$ cat config.mk
export PLATFORM = sky130hd
export DESIGN_NAME = str_arb
export DESIGN_NICKNAME = d
export VERILOG_FILES = /design/src/rtl/str_arb.sv
export SDC_FILE = /design/constraint.sdc
export NUM_CORES = 1
export LEC_CHECK = 0
export CORE_AREA = 3 3 192 194
export CTS_CLUSTER_SIZE = 28
export DETAILED_ROUTE_END_ITERATION = 8
export DIE_AREA = 0 0 195 197
export GPL_TIMING_DRIVEN = 1
export SETUP_SLACK_MARGIN = 0.02
export SLEW_MARGIN = 30
export SYNTH_ARGS = -nofsm -noshare
export SYNTH_HDL_FRONTEND = slang
export SYNTH_SLANG_ARGS = --single-unit
$ cat constraint.sdc
create_clock -name s_axi_aclk -period 7.4 [get_ports s_axi_aclk]
set_input_delay 1.48 -clock s_axi_aclk [delete_from_list [all_inputs] [get_ports s_axi_aclk]]
set_output_delay 1.48 -clock s_axi_aclk [all_outputs]
set_load 0.01 [all_outputs]
$ cat src/rtl/str_arb.sv
// Round-robin arbiter: N_SRC AXI-Stream sources share one registered output beat with source ID.
// Optional per-source grant counters are enabled with `define STR_ARB_CNT_EN.
module str_arb #(
    parameter int unsigned N_PKT    = 3,
    parameter int unsigned N_SRC    = 4,
    parameter int unsigned ID_WIDTH = 2
) (
    input  logic                       s_axi_aclk,
    input  logic                       s_axi_areset,
    input  logic [N_SRC-1:0]           src_en,
    input  logic [32*N_PKT*N_SRC-1:0]  s_axis_tdata,
    input  logic [N_SRC-1:0]           s_axis_tvalid,
    output logic [N_SRC-1:0]           s_axis_tready,
    output logic [32*N_PKT-1:0]        m_axis_tdata,
    output logic                       m_axis_tvalid,
    input  logic                       m_axis_tready,
    output logic [ID_WIDTH-1:0]        m_axis_tid,
    output logic                       busy
`ifdef STR_ARB_CNT_EN
    ,
    input  logic                       cnt_clr,
    output logic [32*N_SRC-1:0]        grant_cnt
`endif
);

    localparam int unsigned BW = 32 * N_PKT;
    localparam int unsigned PW = (N_SRC > 1) ? $clog2(N_SRC) : 1;

    typedef enum logic [1:0] {StIdle, StAccept, StHold} state_e;

    state_e            state_q, state_d;
    logic [PW-1:0]     ptr_q, ptr_d;
    logic [PW-1:0]     grant_q, grant_d;
    logic [BW-1:0]     tdata_q, tdata_d;
    logic [ID_WIDTH-1:0] tid_q, tid_d;
    logic              tvalid_q, tvalid_d;

    logic [N_SRC-1:0]  req;
    logic [PW-1:0]     winner;
    logic              found;
    logic              xfer;

    assign req  = s_axis_tvalid & src_en;
    assign xfer = (state_q == StAccept) && s_axis_tvalid[grant_q];

    // Rotating priority search starting at ptr_q and wrapping past N_SRC-1.
    always_comb begin
        winner = '0;
        found  = 1'b0;
        for (int unsigned k = 0; k < N_SRC; k++) begin
            int unsigned idx;
            idx = int'(ptr_q) + k;
            if (idx >= N_SRC) idx = idx - N_SRC;
            if (!found && req[idx]) begin
                found  = 1'b1;
                winner = PW'(idx);
            end
        end
    end

    always_comb begin
        state_d  = state_q;
        ptr_d    = ptr_q;
        grant_d  = grant_q;
        tdata_d  = tdata_q;
        tid_d    = tid_q;
        tvalid_d = tvalid_q;
        case (state_q)
            StIdle: begin
                if (found) begin
                    grant_d = winner;
                    state_d = StAccept;
                end
            end
            StAccept: begin
                if (xfer) begin
                    tdata_d  = s_axis_tdata[grant_q*BW +: BW];
                    tid_d    = ID_WIDTH'(grant_q);
                    tvalid_d = 1'b1;
                    state_d  = StHold;
                end else begin
                    // Source dropped valid while granted: give up without advancing ptr.
                    state_d = StIdle;
                end
            end
            StHold: begin
                if (tvalid_q && m_axis_tready) begin
                    tvalid_d = 1'b0;
                    ptr_d    = (grant_q == PW'(N_SRC - 1)) ? '0 : grant_q + 1'b1;
                    state_d  = StIdle;
                end
            end
            default: state_d = StIdle;
        endcase
    end

    always_ff @(posedge s_axi_aclk or posedge s_axi_areset) begin
        if (s_axi_areset) begin
            state_q  <= StIdle;
            ptr_q    <= '0;
            grant_q  <= '0;
            tdata_q  <= '0;
            tid_q    <= '0;
            tvalid_q <= 1'b0;
        end else begin
            state_q  <= state_d;
            ptr_q    <= ptr_d;
            grant_q  <= grant_d;
            tdata_q  <= tdata_d;
            tid_q    <= tid_d;
            tvalid_q <= tvalid_d;
        end
    end

    always_comb begin
        s_axis_tready = '0;
        if (state_q == StAccept) s_axis_tready[grant_q] = 1'b1;
    end

    assign m_axis_tdata  = tdata_q;
    assign m_axis_tvalid = tvalid_q;
    assign m_axis_tid    = tid_q;
    assign busy          = (state_q != StIdle);

`ifdef STR_ARB_CNT_EN
    logic [32*N_SRC-1:0] cnt_q, cnt_d;

    // Clear wins over a same-cycle increment.
    always_comb begin
        cnt_d = cnt_q;
        if (cnt_clr) begin
            cnt_d = '0;
        end else if (xfer) begin
            cnt_d[grant_q*32 +: 32] = cnt_q[grant_q*32 +: 32] + 32'd1;
        end
    end

    always_ff @(posedge s_axi_aclk or posedge s_axi_areset) begin
        if (s_axi_areset) cnt_q <= '0;
        else              cnt_q <= cnt_d;
    end

    assign grant_cnt = cnt_q;
`endif

endmodule

==> run_summary.xml, run 1 <==
<?xml version="1.0" encoding="UTF-8"?>
<metrics>
  <group name="outcome">
    <metric name="run_status" unit="">completed</metric>
  </group>
  <group name="cts">
    <metric name="cts_post_setup_buffers_inserted" unit="">0</metric>
    <metric name="clock_tree.buffer_depth" unit="">2</metric>
    <metric name="tritoncts.num_buffers" unit="">9</metric>
    <metric name="cts_tree" unit="">built</metric>
    <metric name="clk_pin_slew" unit="ns">0.07</metric>
    <metric name="worstSkewPairLatency" unit="ns">0.35</metric>
    <metric name="clockRootBuffer" unit="">clkbuf_16</metric>
    <metric name="cts_resized" unit="">0</metric>
    <metric name="htreeDepth" unit="">3</metric>
    <metric name="cts_hold_buf" unit="">0</metric>
    <metric name="cts_sinks" unit="">105</metric>
  </group>
  <group name="yosys">
    <metric name="yosysSeqAreaShare" unit="%">40.9</metric>
    <metric name="synth.net_count" unit="">780</metric>
    <metric name="synth_cells" unit="">381</metric>
    <metric name="synth_edf_count" unit="">0</metric>
    <metric name="dominantRegCellSynth" unit="">dfrtp_1</metric>
    <metric name="synth-async-reset-ratio" unit="%">100</metric>
    <metric name="post_synth_num_cell_types" unit="">27</metric>
    <metric name="ys_seq_elements" unit="">105</metric>
    <metric name="ys.warnings.count" unit="">0</metric>
    <metric name="netlist_area" unit="sq um">6430</metric>
    <metric name="syn_area_per_cell" unit="sq um">16.9</metric>
  </group>
  <group name="floorplan">
    <metric name="initial_utilization" unit="%">18.2</metric>
    <metric name="area_of_the_die" unit="sq um">38400</metric>
    <metric name="vertical_die_dimension" unit="um">197</metric>
    <metric name="rows" unit="">69</metric>
    <metric name="core-area" unit="sq um">35400</metric>
    <metric name="fp.dieW" unit="um">195</metric>
    <metric name="ioPinCount" unit="">499</metric>
  </group>
  <group name="placement">
    <metric name="postPlaceCellArea" unit="sq um">11800</metric>
    <metric name="placement.setup.worst_slack" unit="ns">3.06</metric>
    <metric name="placedCellCount" unit="">1311</metric>
    <metric name="buffer_ports.inserted" unit="">498</metric>
    <metric name="post-dp-hpwl" unit="mm">22.1</metric>
    <metric name="gp_congestion" unit="">0.796</metric>
  </group>
  <group name="worst_setup_path">
    <metric name="cpMaxStageDelayCell" unit="">dfrtp_4</metric>
    <metric name="worst_ep_required_time" unit="ns">5.92</metric>
    <metric name="timing.critical_path.max_delay_family" unit="">buffers and inverters</metric>
    <metric name="timing.reg2reg.worst_path_depth" unit="">4</metric>
    <metric name="critical_setup_path_kind" unit="">register to primary output</metric>
    <metric name="timing.critical_path.from_type" unit="">register</metric>
    <metric name="regToRegStartpoint" unit="">grant_q[1]$_DFFE_PP0P_</metric>
    <metric name="arr_time_crit_path" unit="ns">2.52</metric>
    <metric name="timing.rr.end" unit="">m_axis_tdata[60]$_DFFE_PP0N_</metric>
    <metric name="worstPathMaxFanout" unit="">46</metric>
    <metric name="timing.critical_path.cells" unit="">buf_6 -&gt; ha_1 -&gt; and2_1 -&gt; clkdlybuf4s50_1</metric>
    <metric name="crit_path_max_incr_delay" unit="ns">0.65</metric>
    <metric name="setup.worst_path.end_class" unit="">primary output</metric>
    <metric name="ff2ff_setup_slack" unit="ns">4.29</metric>
    <metric name="critical_path_buf_inv_count" unit="">2</metric>
  </group>
  <group name="layout">
    <metric name="num-nets-final" unit="">1260</metric>
    <metric name="antenna_cells_inserted" unit="">0</metric>
    <metric name="layout.cell_area.non_filler" unit="sq um">12100</metric>
    <metric name="post_route_cells_drive_above_1_share" unit="%">16.9</metric>
    <metric name="layout.cells.non_filler" unit="">1326</metric>
    <metric name="area_growth_from_synthesis_to_layout" unit="%">88.4</metric>
  </group>
  <group name="run">
    <metric name="maxCapViolCount" unit="">0</metric>
  </group>
  <group name="route">
    <metric name="vias" unit="">5630</metric>
    <metric name="drt.antenna.violating_nets" unit="">0</metric>
    <metric name="dr.first_iter.drc_count" unit="">187</metric>
    <metric name="vias_per_cell" unit="">4.25</metric>
    <metric name="wirelength" unit="mm">27.0</metric>
    <metric name="drc_errors" unit="">0</metric>
    <metric name="first_pass_iters" unit="">4</metric>
    <metric name="detail_route.wl_per_cell" unit="um">20.3</metric>
  </group>
  <group name="sta">
    <metric name="period_needed" unit="ns">4.00</metric>
    <metric name="max-slew-margin-rel" unit="%">46.4</metric>
    <metric name="setup_ws" unit="ns">3.40</metric>
    <metric name="finalHoldViolations" unit="">0</metric>
    <metric name="slew_viol_final" unit="">0</metric>
    <metric name="setup_violations" unit="">0</metric>
    <metric name="worstMarginPinSlew" unit="ns">0.804</metric>
    <metric name="tns" unit="ns">0</metric>
    <metric name="fmax" unit="MHz">250</metric>
    <metric name="final.setup_skew" unit="ns">0.0111</metric>
    <metric name="timing.final.crit_share" unit="%">54.0</metric>
    <metric name="grt_setup_unrepaired" unit="">no</metric>
  </group>
  <group name="global_route">
    <metric name="grt_usage" unit="%">13.6</metric>
    <metric name="pin_count_of_the_biggest_net_entering_global_routing" unit="">60</metric>
    <metric name="grt_pass1_wl" unit="mm">39.5</metric>
    <metric name="grt_pass1_vias" unit="">6110</metric>
    <metric name="initial_antenna_violation_count" unit="">0</metric>
    <metric name="grt_remaining_overflow" unit="">0</metric>
  </group>
  <group name="min_path">
    <metric name="timing.hold.worst_endpoint" unit="">m_axis_tdata[83]$_DFFE_PP0N_</metric>
    <metric name="worstHoldPathType" unit="">register to register</metric>
    <metric name="hold_depth" unit="">1</metric>
    <metric name="min_delay_startpoint" unit="">m_axis_tdata[83]$_DFFE_PP0N_</metric>
  </group>
  <group name="power_and_ir_drop">
    <metric name="power.density_cell_area" unit="nW/um^2">313</metric>
    <metric name="fin_total_pwr" unit="W">0.00379</metric>
    <metric name="cellLeakagePower" unit="nW">4.52</metric>
    <metric name="vdd_ir_drop_max" unit="mV">0.152</metric>
  </group>
</metrics>
## cells by family (layout without fill, tap and decap cells)
logic type	Yosys count	count (layout)	share of synthesized area (%)
compound gates	15	15	1.56
mux	195	195	51.1
buf+inv	39	523	3.89
fa+ha+maj	4	4	0.779
flops	105	105	40.9
simple gates	23	23	1.75
## per-stage QoR
stage / hold WS [ns] / utilization (%)
4_1_cts: 0.487 / 34.2
2_1_floorplan: 0.455 / -
3_3_place_gp: 0.464 / 33.4
3_5_place_dp: 0.470 / 33.4
6_report: 0.489 / 34.2
5_1_grt: 0.505 / 34.2
## layer usage
layer  vias to the layer above  global-route usage (%)  wire length, um
li1                       2498                       -                -
met1                      2872                    17.6            11200
met2                       235                    23.1            13800
met3                        25                    2.84             1500
met4                         0                    3.59              430
met5                         -                       0                0
## cells in the mapped netlist, types with 2 or more instances
| cell | count | area share (%) |
|---|---|---|
| buf_4 | 4 | 0.47 |
| and2_1 | 5 | 0.49 |
| buf_6 | 10 | 1.8 |
| mux4_2 | 97 | 34 |
| buf_2 | 11 | 0.86 |
| o21ai_0 | 4 | 0.31 |
| inv_1 | 5 | 0.29 |
| a21oi_1 | 2 | 0.16 |
| a22oi_1 | 2 | 0.23 |
| dfrtp_1 | 105 | 41 |
| clkbuf_1 | 9 | 0.53 |
| ha_1 | 4 | 0.78 |
| mux2_1 | 73 | 13 |
| mux2_2 | 25 | 4.4 |
| nand2_1 | 13 | 0.76 |
## state kept, by name, summed over array words and instances, names as in the netlist
signal,cells
ptr_q,2
m_axis_tid,2
m_axis_tvalid,1
grant_q,2
m_axis_tdata,96
state_q,2
## worst max path at each step
stage | startpoint | to | cells past startpoint
CTS | grant_q[0]$_DFFE_PP0P_ | s_axis_tready[1] | 4
global route | grant_q[0]$_DFFE_PP0P_ | s_axis_tready[1] | 4
detailed placement | s_axis_tvalid[3] | m_axis_tdata[57]$_DFFE_PP0N_ | 5
global placement | s_axis_tvalid[3] | m_axis_tdata[62]$_DFFE_PP0N_ | 5
floorplan | s_axi_areset | grant_q[0]$_DFFE_PP0P_ | 1
finish | grant_q[0]$_DFFE_PP0P_ | s_axis_tready[1] | 4
## report_power, final
part | leakage (nW) | switching [W] | total [W] | internal [W]
clock network | 0.138 | 0.000230 | 0.000501 | 0.000271
registers | 1.24 | 0.000232 | 0.00111 | 0.000875
logic | 3.14 | 0.000826 | 0.00218 | 0.00136
## area by class of cell
| cell class | instances | area [sq um] |
|---|---|---|
| Inverter | 5 | 21.3 |
| Multi-Input combinational cell | 237 | 3560 |
| Sequential cell | 105 | 2640 |
| Clock inverter | 4 | 53.8 |
| Fill cell | 3506 | 23300 |
| Tap cell | 461 | 577 |
| Clock buffer | 11 | 243 |
| Timing Repair Buffer | 503 | 5030 |
## layout by cell type, fill, tap and decap left out, types with 2 or more instances in the layout
cell,n
dfrtp_1,103
mux2_1,73
dfrtp_4,2
clkbuf_16,9
clkdlybuf4s50_1,498
ha_1,4
and2_1,5
clkinvlp_4,2
o21ai_0,4
inv_1,4
nand2_1,13
mux4_2,97
mux2_2,25
a22oi_1,2
buf_4,4
a21oi_1,2
Power figures use the tool's default switching activity.
==> run 2: changes to the inputs <==
==> constraint.sdc (replaced) <==
create_clock -name s_axi_aclk -period 3.4 [get_ports s_axi_aclk]
set_input_delay 0.68 -clock s_axi_aclk [delete_from_list [all_inputs] [get_ports s_axi_aclk]]
set_output_delay 0.68 -clock s_axi_aclk [all_outputs]
set_load 0.01 [all_outputs]
==> run_summary.xml, run 2 (synthesis gave the netlist of run 1 again) <==
<?xml version="1.0" encoding="UTF-8"?>
<metrics>
  <group name="layout">
    <metric name="num-nets-final" unit="">1263</metric>
    <metric name="post_route_cells_drive_above_1_share" unit="%">17.1</metric>
    <metric name="antenna_cells_inserted" unit="">0</metric>
    <metric name="final_cell_mix" unit="">498 x clkdlybuf4s50_1, 103 x dfrtp_1, 97 x mux4_2</metric>
    <metric name="largest_register_ff_count" unit="">96</metric>
    <metric name="final_common_cell" unit="">clkdlybuf4s50_1</metric>
    <metric name="area_growth_from_synthesis_to_layout" unit="%">89.2</metric>
  </group>
  <group name="sta">
    <metric name="setup_violations" unit="">0</metric>
    <metric name="max-slew-margin-rel" unit="%">49.5</metric>
    <metric name="finalHoldViolations" unit="">0</metric>
    <metric name="period_needed" unit="ns">2.60</metric>
    <metric name="slew_viol_final" unit="">0</metric>
    <metric name="grt_setup_unrepaired" unit="">no</metric>
    <metric name="fmax" unit="MHz">384</metric>
    <metric name="timing.final.crit_share" unit="%">76.6</metric>
    <metric name="final.setup_skew" unit="ns">0.00505</metric>
    <metric name="worstMarginPinSlew" unit="ns">0.757</metric>
    <metric name="worst_hold_slack" unit="ns">0.479</metric>
    <metric name="tns" unit="ns">0</metric>
  </group>
  <group name="worst_setup_path">
    <metric name="critical_setup_path_kind" unit="">register to primary output</metric>
    <metric name="setup.worst_path.end_class" unit="">primary output</metric>
    <metric name="worst_ep_required_time" unit="ns">2.72</metric>
    <metric name="regToRegStartpoint" unit="">grant_q[1]$_DFFE_PP0P_</metric>
    <metric name="timing.reg2reg.worst_path_depth" unit="">3</metric>
    <metric name="timing.critical_path.from_type" unit="">register</metric>
    <metric name="timing.rr.end" unit="">m_axis_tdata[17]$_DFFE_PP0N_</metric>
    <metric name="ff2ff_setup_slack" unit="ns">1.42</metric>
    <metric name="worstPathMaxFanout" unit="">5</metric>
    <metric name="arr_time_crit_path" unit="ns">1.92</metric>
  </group>
  <group name="placement">
    <metric name="post-dp-hpwl" unit="mm">21.8</metric>
    <metric name="buffer_ports.inserted" unit="">498</metric>
    <metric name="gp_congestion" unit="">0.804</metric>
  </group>
  <group name="cts">
    <metric name="cts_hold_buf" unit="">0</metric>
    <metric name="clk_pin_slew" unit="ns">0.07</metric>
    <metric name="clockRootBuffer" unit="">clkbuf_16</metric>
    <metric name="clock_tree.buffer_depth" unit="">2</metric>
    <metric name="worstSkewPairLatency" unit="ns">0.35</metric>
    <metric name="cts_post_setup_buffers_inserted" unit="">0</metric>
    <metric name="htreeDepth" unit="">3</metric>
    <metric name="cts_sinks" unit="">105</metric>
    <metric name="cts_tree" unit="">built</metric>
    <metric name="cts_resized" unit="">0</metric>
    <metric name="tritoncts.num_buffers" unit="">9</metric>
  </group>
  <group name="floorplan">
    <metric name="vertical_die_dimension" unit="um">197</metric>
    <metric name="rows" unit="">69</metric>
    <metric name="ioPinCount" unit="">499</metric>
    <metric name="initial_utilization" unit="%">18.2</metric>
    <metric name="core-area" unit="sq um">35400</metric>
    <metric name="area_of_the_die" unit="sq um">38400</metric>
    <metric name="fp.dieW" unit="um">195</metric>
  </group>
  <group name="power_and_ir_drop">
    <metric name="fin_total_pwr" unit="W">0.00821</metric>
    <metric name="vdd_ir_drop_max" unit="mV">0.476</metric>
    <metric name="power.density_cell_area" unit="nW/um^2">675</metric>
    <metric name="cellLeakagePower" unit="nW">4.54</metric>
  </group>
  <group name="route">
    <metric name="met2WireLength" unit="mm">13.7</metric>
    <metric name="vias_per_cell" unit="">4.24</metric>
    <metric name="dr.first_iter.drc_count" unit="">191</metric>
    <metric name="wirelength" unit="mm">26.3</metric>
    <metric name="met1Wirelength" unit="mm">10.7</metric>
    <metric name="drt.antenna.violating_nets" unit="">0</metric>
    <metric name="drc_errors" unit="">0</metric>
    <metric name="vias" unit="">5638</metric>
    <metric name="detail_route.wl_per_cell" unit="um">19.8</metric>
    <metric name="wl_met3" unit="mm">1.63</metric>
    <metric name="route.top_layer_used" unit="">met4</metric>
    <metric name="first_pass_iters" unit="">5</metric>
  </group>
  <group name="min_path">
    <metric name="timing.hold.worst_endpoint" unit="">m_axis_tid[0]$_DFFE_PP0N_</metric>
    <metric name="worstHoldPathType" unit="">register to register</metric>
    <metric name="hold_depth" unit="">2</metric>
    <metric name="min_delay_startpoint" unit="">m_axis_tid[0]$_DFFE_PP0N_</metric>
  </group>
  <group name="global_route">
    <metric name="initial_antenna_violation_count" unit="">0</metric>
    <metric name="grt_usage" unit="%">13.3</metric>
    <metric name="grt_pass1_vias" unit="">6258</metric>
    <metric name="pin_count_of_the_biggest_net_entering_global_routing" unit="">54</metric>
    <metric name="grt_pass1_wl" unit="mm">39.1</metric>
    <metric name="grt_remaining_overflow" unit="">0</metric>
  </group>
  <group name="run">
    <metric name="maxCapViolCount" unit="">0</metric>
  </group>
  <group name="outcome">
    <metric name="run_status" unit="">completed</metric>
  </group>
</metrics>
-- run 2: where the power goes --
group	leakage [nW]	switching, W	internal [W]
registers	1.24	0.000371	0.00191
logic	3.17	0.00193	0.00300
clock network	0.129	0.000482	0.000519
-- run 2: routing by layer --
| layer | vias to the layer above | track usage [%] |
|---|---|---|
| li1 | 2506 | - |
| met1 | 2899 | 16.8 |
| met2 | 219 | 23.3 |
| met3 | 14 | 3.33 |
| met4 | 0 | 3.09 |
| met5 | - | 0 |
-- run 2: how the worst max path moves through the flow --
stage | slack [ns] | endpoint | start
2_1_floorplan | 1.38 | s_axis_tready[1] | grant_q[1]$_DFFE_PP0P_
3_3_place_gp | 0.85 | m_axis_tdata[61]$_DFFE_PP0N_ | s_axis_tvalid[3]
3_5_place_dp | 0.82 | m_axis_tdata[28]$_DFFE_PP0N_ | s_axis_tvalid[3]
4_1_cts | 0.76 | s_axis_tready[3] | state_q[1]$_DFFE_PP0P_
5_1_grt | 0.65 | s_axis_tready[3] | state_q[1]$_DFFE_PP0P_
6_report | 0.80 | s_axis_tready[3] | state_q[1]$_DFFE_PP0P_
-- run 2: area by class of cell --
cell class	instances	area, sq um
clock inverters	4	28.8
flip-flops and latches	105	2640
inverters	5	22.5
clock buffers	12	246
fillers	3524	23200
well taps	461	577
repair buffers	506	5090
multi-input cells	237	3560
-- run 2: per-stage QoR --
step | cells | setup slack [ns] | utilization [%] | cell area [sq um]
after floorplan | 381 | 1.38 | - | 6430
after global placement | 1314 | 0.850 | 33.6 | 11900
after detailed placement | 1314 | 0.821 | 33.6 | 11900
after CTS | 1330 | 0.763 | 34.4 | 12200
after global routing | 1330 | 0.653 | 34.4 | 12200
final | 1330 | 0.797 | 34.4 | 12200
-- run 2: worst max-delay path: stages, from the launching register on --
cell and delay [ns]:
dfrtp_1 0.41, nor2b_1 0.40, and2_1 0.20, clkdlybuf4s50_1 0.56
==> run 3: changes to the inputs <==
==> constraint.sdc (replaced) <==
create_clock -name s_axi_aclk -period 2.1 [get_ports s_axi_aclk]
set_input_delay 0.42 -clock s_axi_aclk [delete_from_list [all_inputs] [get_ports s_axi_aclk]]
set_output_delay 0.42 -clock s_axi_aclk [all_outputs]
set_load 0.01 [all_outputs]
==> run_summary.xml, run 3 (synthesis gave the netlist of run 1 again) <==
<?xml version="1.0" encoding="UTF-8"?>
<metrics>
  <group name="placement">
    <metric name="postPlaceCellArea" unit="sq um">12100</metric>
    <metric name="post-dp-hpwl" unit="mm">22.2</metric>
    <metric name="buffer_ports.inserted" unit="">498</metric>
    <metric name="gp_congestion" unit="">0.791</metric>
  </group>
  <group name="cts">
    <metric name="clockRootBuffer" unit="">clkbuf_16</metric>
    <metric name="htreeDepth" unit="">3</metric>
    <metric name="clock_tree.buffer_depth" unit="">2</metric>
    <metric name="cts_sinks" unit="">105</metric>
    <metric name="clk_pin_slew" unit="ns">0.08</metric>
    <metric name="worstSkewPairLatency" unit="ns">0.36</metric>
    <metric name="cts_hold_buf" unit="">0</metric>
    <metric name="tritoncts.num_buffers" unit="">9</metric>
    <metric name="cts_tree" unit="">built</metric>
  </group>
  <group name="outcome">
    <metric name="run_status" unit="">completed</metric>
  </group>
  <group name="floorplan">
    <metric name="initial_utilization" unit="%">18.2</metric>
    <metric name="rows" unit="">69</metric>
    <metric name="fp.dieW" unit="um">195</metric>
    <metric name="ioPinCount" unit="">499</metric>
    <metric name="area_of_the_die" unit="sq um">38400</metric>
    <metric name="core-area" unit="sq um">35400</metric>
    <metric name="vertical_die_dimension" unit="um">197</metric>
  </group>
  <group name="worst_setup_path">
    <metric name="crit_path_max_incr_delay" unit="ns">0.53</metric>
    <metric name="timing.reg2reg.worst_path_depth" unit="">6</metric>
    <metric name="worst_ep_required_time" unit="ns">2.33</metric>
    <metric name="critical_path_depth" unit="">6</metric>
    <metric name="cpMaxStageDelayCell" unit="">mux4_2</metric>
    <metric name="arr_time_crit_path" unit="ns">2.33</metric>
    <metric name="timing.critical_path.max_delay_family" unit="">multiplexers</metric>
    <metric name="worstPathMaxFanout" unit="">13</metric>
    <metric name="timing.critical_path.from_type" unit="">register</metric>
    <metric name="setup.worst_path.end_class" unit="">register</metric>
    <metric name="critical_path_buf_inv_count" unit="">3</metric>
    <metric name="critical_setup_path_kind" unit="">register to register</metric>
    <metric name="timing.critical_path.cells" unit="">buf_6 -&gt; mux4_2 -&gt; buf_12 -&gt; nand2_8 -&gt; buf_16 -&gt; mux2_1</metric>
  </group>
  <group name="route">
    <metric name="drt.antenna.violating_nets" unit="">0</metric>
    <metric name="wirelength" unit="mm">29.6</metric>
    <metric name="dr.first_iter.drc_count" unit="">241</metric>
    <metric name="vias" unit="">5841</metric>
    <metric name="vias_per_cell" unit="">4.30</metric>
    <metric name="first_pass_iters" unit="">4</metric>
    <metric name="drc_errors" unit="">0</metric>
    <metric name="detail_route.wl_per_cell" unit="um">21.8</metric>
  </group>
  <group name="global_route">
    <metric name="pin_count_of_the_biggest_net_entering_global_routing" unit="">55</metric>
    <metric name="grt_usage" unit="%">13.4</metric>
    <metric name="initial_antenna_violation_count" unit="">2</metric>
    <metric name="grt_pass1_vias" unit="">6160</metric>
    <metric name="grt_pass1_wl" unit="mm">39.1</metric>
    <metric name="grt_remaining_overflow" unit="">0</metric>
  </group>
  <group name="sta">
    <metric name="max-slew-margin-rel" unit="%">77.0</metric>
    <metric name="timing.final.crit_share" unit="%">99.8</metric>
    <metric name="fmax" unit="MHz">477</metric>
    <metric name="worst_hold_slack" unit="ns">0.486</metric>
    <metric name="finalHoldViolations" unit="">0</metric>
    <metric name="worstMarginPinSlew" unit="ns">0.345</metric>
    <metric name="period_needed" unit="ns">2.10</metric>
    <metric name="setup_violations" unit="">0</metric>
    <metric name="slew_viol_final" unit="">0</metric>
    <metric name="final.setup_skew" unit="ns">0.0114</metric>
    <metric name="grt_setup_unrepaired" unit="">yes</metric>
  </group>
  <group name="layout">
    <metric name="largest_register_ff_count" unit="">96</metric>
    <metric name="final_common_cell" unit="">clkdlybuf4s50_1</metric>
    <metric name="area_growth_from_synthesis_to_layout" unit="%">99.5</metric>
    <metric name="fill_cells" unit="">3479</metric>
    <metric name="num-nets-final" unit="">1292</metric>
    <metric name="antenna_cells_inserted" unit="">0</metric>
    <metric name="layout.cell_area.non_filler" unit="sq um">12800</metric>
    <metric name="post_route_cells_drive_above_1_share" unit="%">24.1</metric>
    <metric name="final_cell_mix" unit="">494 x clkdlybuf4s50_1, 103 x dfrtp_1, 97 x mux4_2</metric>
  </group>
  <group name="power_and_ir_drop">
    <metric name="power.density_cell_area" unit="nW/um^2">1170</metric>
    <metric name="vdd_ir_drop_max" unit="mV">0.758</metric>
    <metric name="cellLeakagePower" unit="nW">5.01</metric>
  </group>
  <group name="min_path">
    <metric name="worstHoldPathType" unit="">register to register</metric>
    <metric name="hold_depth" unit="">2</metric>
  </group>
  <group name="run">
    <metric name="maxCapViolCount" unit="">0</metric>
  </group>
</metrics>
[run 3: path summary, 6_finish.rpt]
kind | slack [ns] | end | from
max | 0.003 | m_axis_tdata[27]$_DFFE_PP0N_ | grant_q[0]$_DFFE_PP0P_
min | 0.49 | m_axis_tid[1]$_DFFE_PP0N_ | m_axis_tid[1]$_DFFE_PP0N_
max reg2reg | 0.003 | m_axis_tdata[27]$_DFFE_PP0N_ | grant_q[0]$_DFFE_PP0P_
min reg2reg | 0.49 | m_axis_tid[1]$_DFFE_PP0N_ | m_axis_tid[1]$_DFFE_PP0N_
max in group asynchronous | 1.29 | grant_q[1]$_DFFE_PP0P_ | s_axi_areset
min in group asynchronous | 0.51 | m_axis_tdata[81]$_DFFE_PP0N_ | s_axi_areset
[run 3: repair_timing]
action / in CTS / in global routing
setup endpoints to repair: 4 / 97
pin swaps: 0 / 1
cloned: 0 / 13
buffers inserted: 2 / 2
gates resized for setup: 7 / 63
[run 3: power by group]
part	total, W	switching, W	leakage, nW	internal, W
clock	0.00174	0.000813	0.136	0.000929
combinational	0.00954	0.00365	3.63	0.00589
sequential	0.00371	0.000617	1.24	0.00309
total	0.0150	0.00508	5.01	0.00991
[run 3: stage by stage]
stage / setup WS [ns] / instances / total power, W / util [%] / setup TNS (ns)
after CTS: 0.00626 / 1343 / 0.0140 / 34.9 / 0
after detailed placement: -0.197 / 1326 / 0.0122 / 34.0 / -16.81
final: 0.00318 / 1358 / 0.0150 / 36.2 / 0
after floorplan: 0.268 / 381 / 0.00805 / - / 0
after global placement: -0.169 / 1326 / 0.0121 / 34.0 / -13.88
after global routing: -0.0353 / 1358 / 0.0159 / 36.2 / -0.460
[run 3: cell type report]
cell class	count	area, sq um	area share [%]
repair buffers	533	5530	43.1
multi-input cells	239	3770	29.4
flip-flops and latches	105	2640	20.6
well taps	461	577	4.50
clock buffers	11	233	1.81
clock inverters	4	55.1	0.429
inverters	5	22.5	0.176
[run 3: routing by layer]
metal	part of all wire (%)	vias to the layer above	GRT usage, %	routed length (um)
met5	0.027	-	0	8
met4	0.93	2	2.85	276
met3	7.3	17	3.35	2160
met2	51	270	23.5	15000
met1	41	2987	16.7	12100
li1	-	2565	-	-
[run 3: worst reg2reg max path, delay by kind of cell, from the launching register on]
family | cells | cell delay [ns]
simple gates | 1 | 0.14
mux | 2 | 0.89
flops | 1 | 0.45
buf+inv | 3 | 0.50
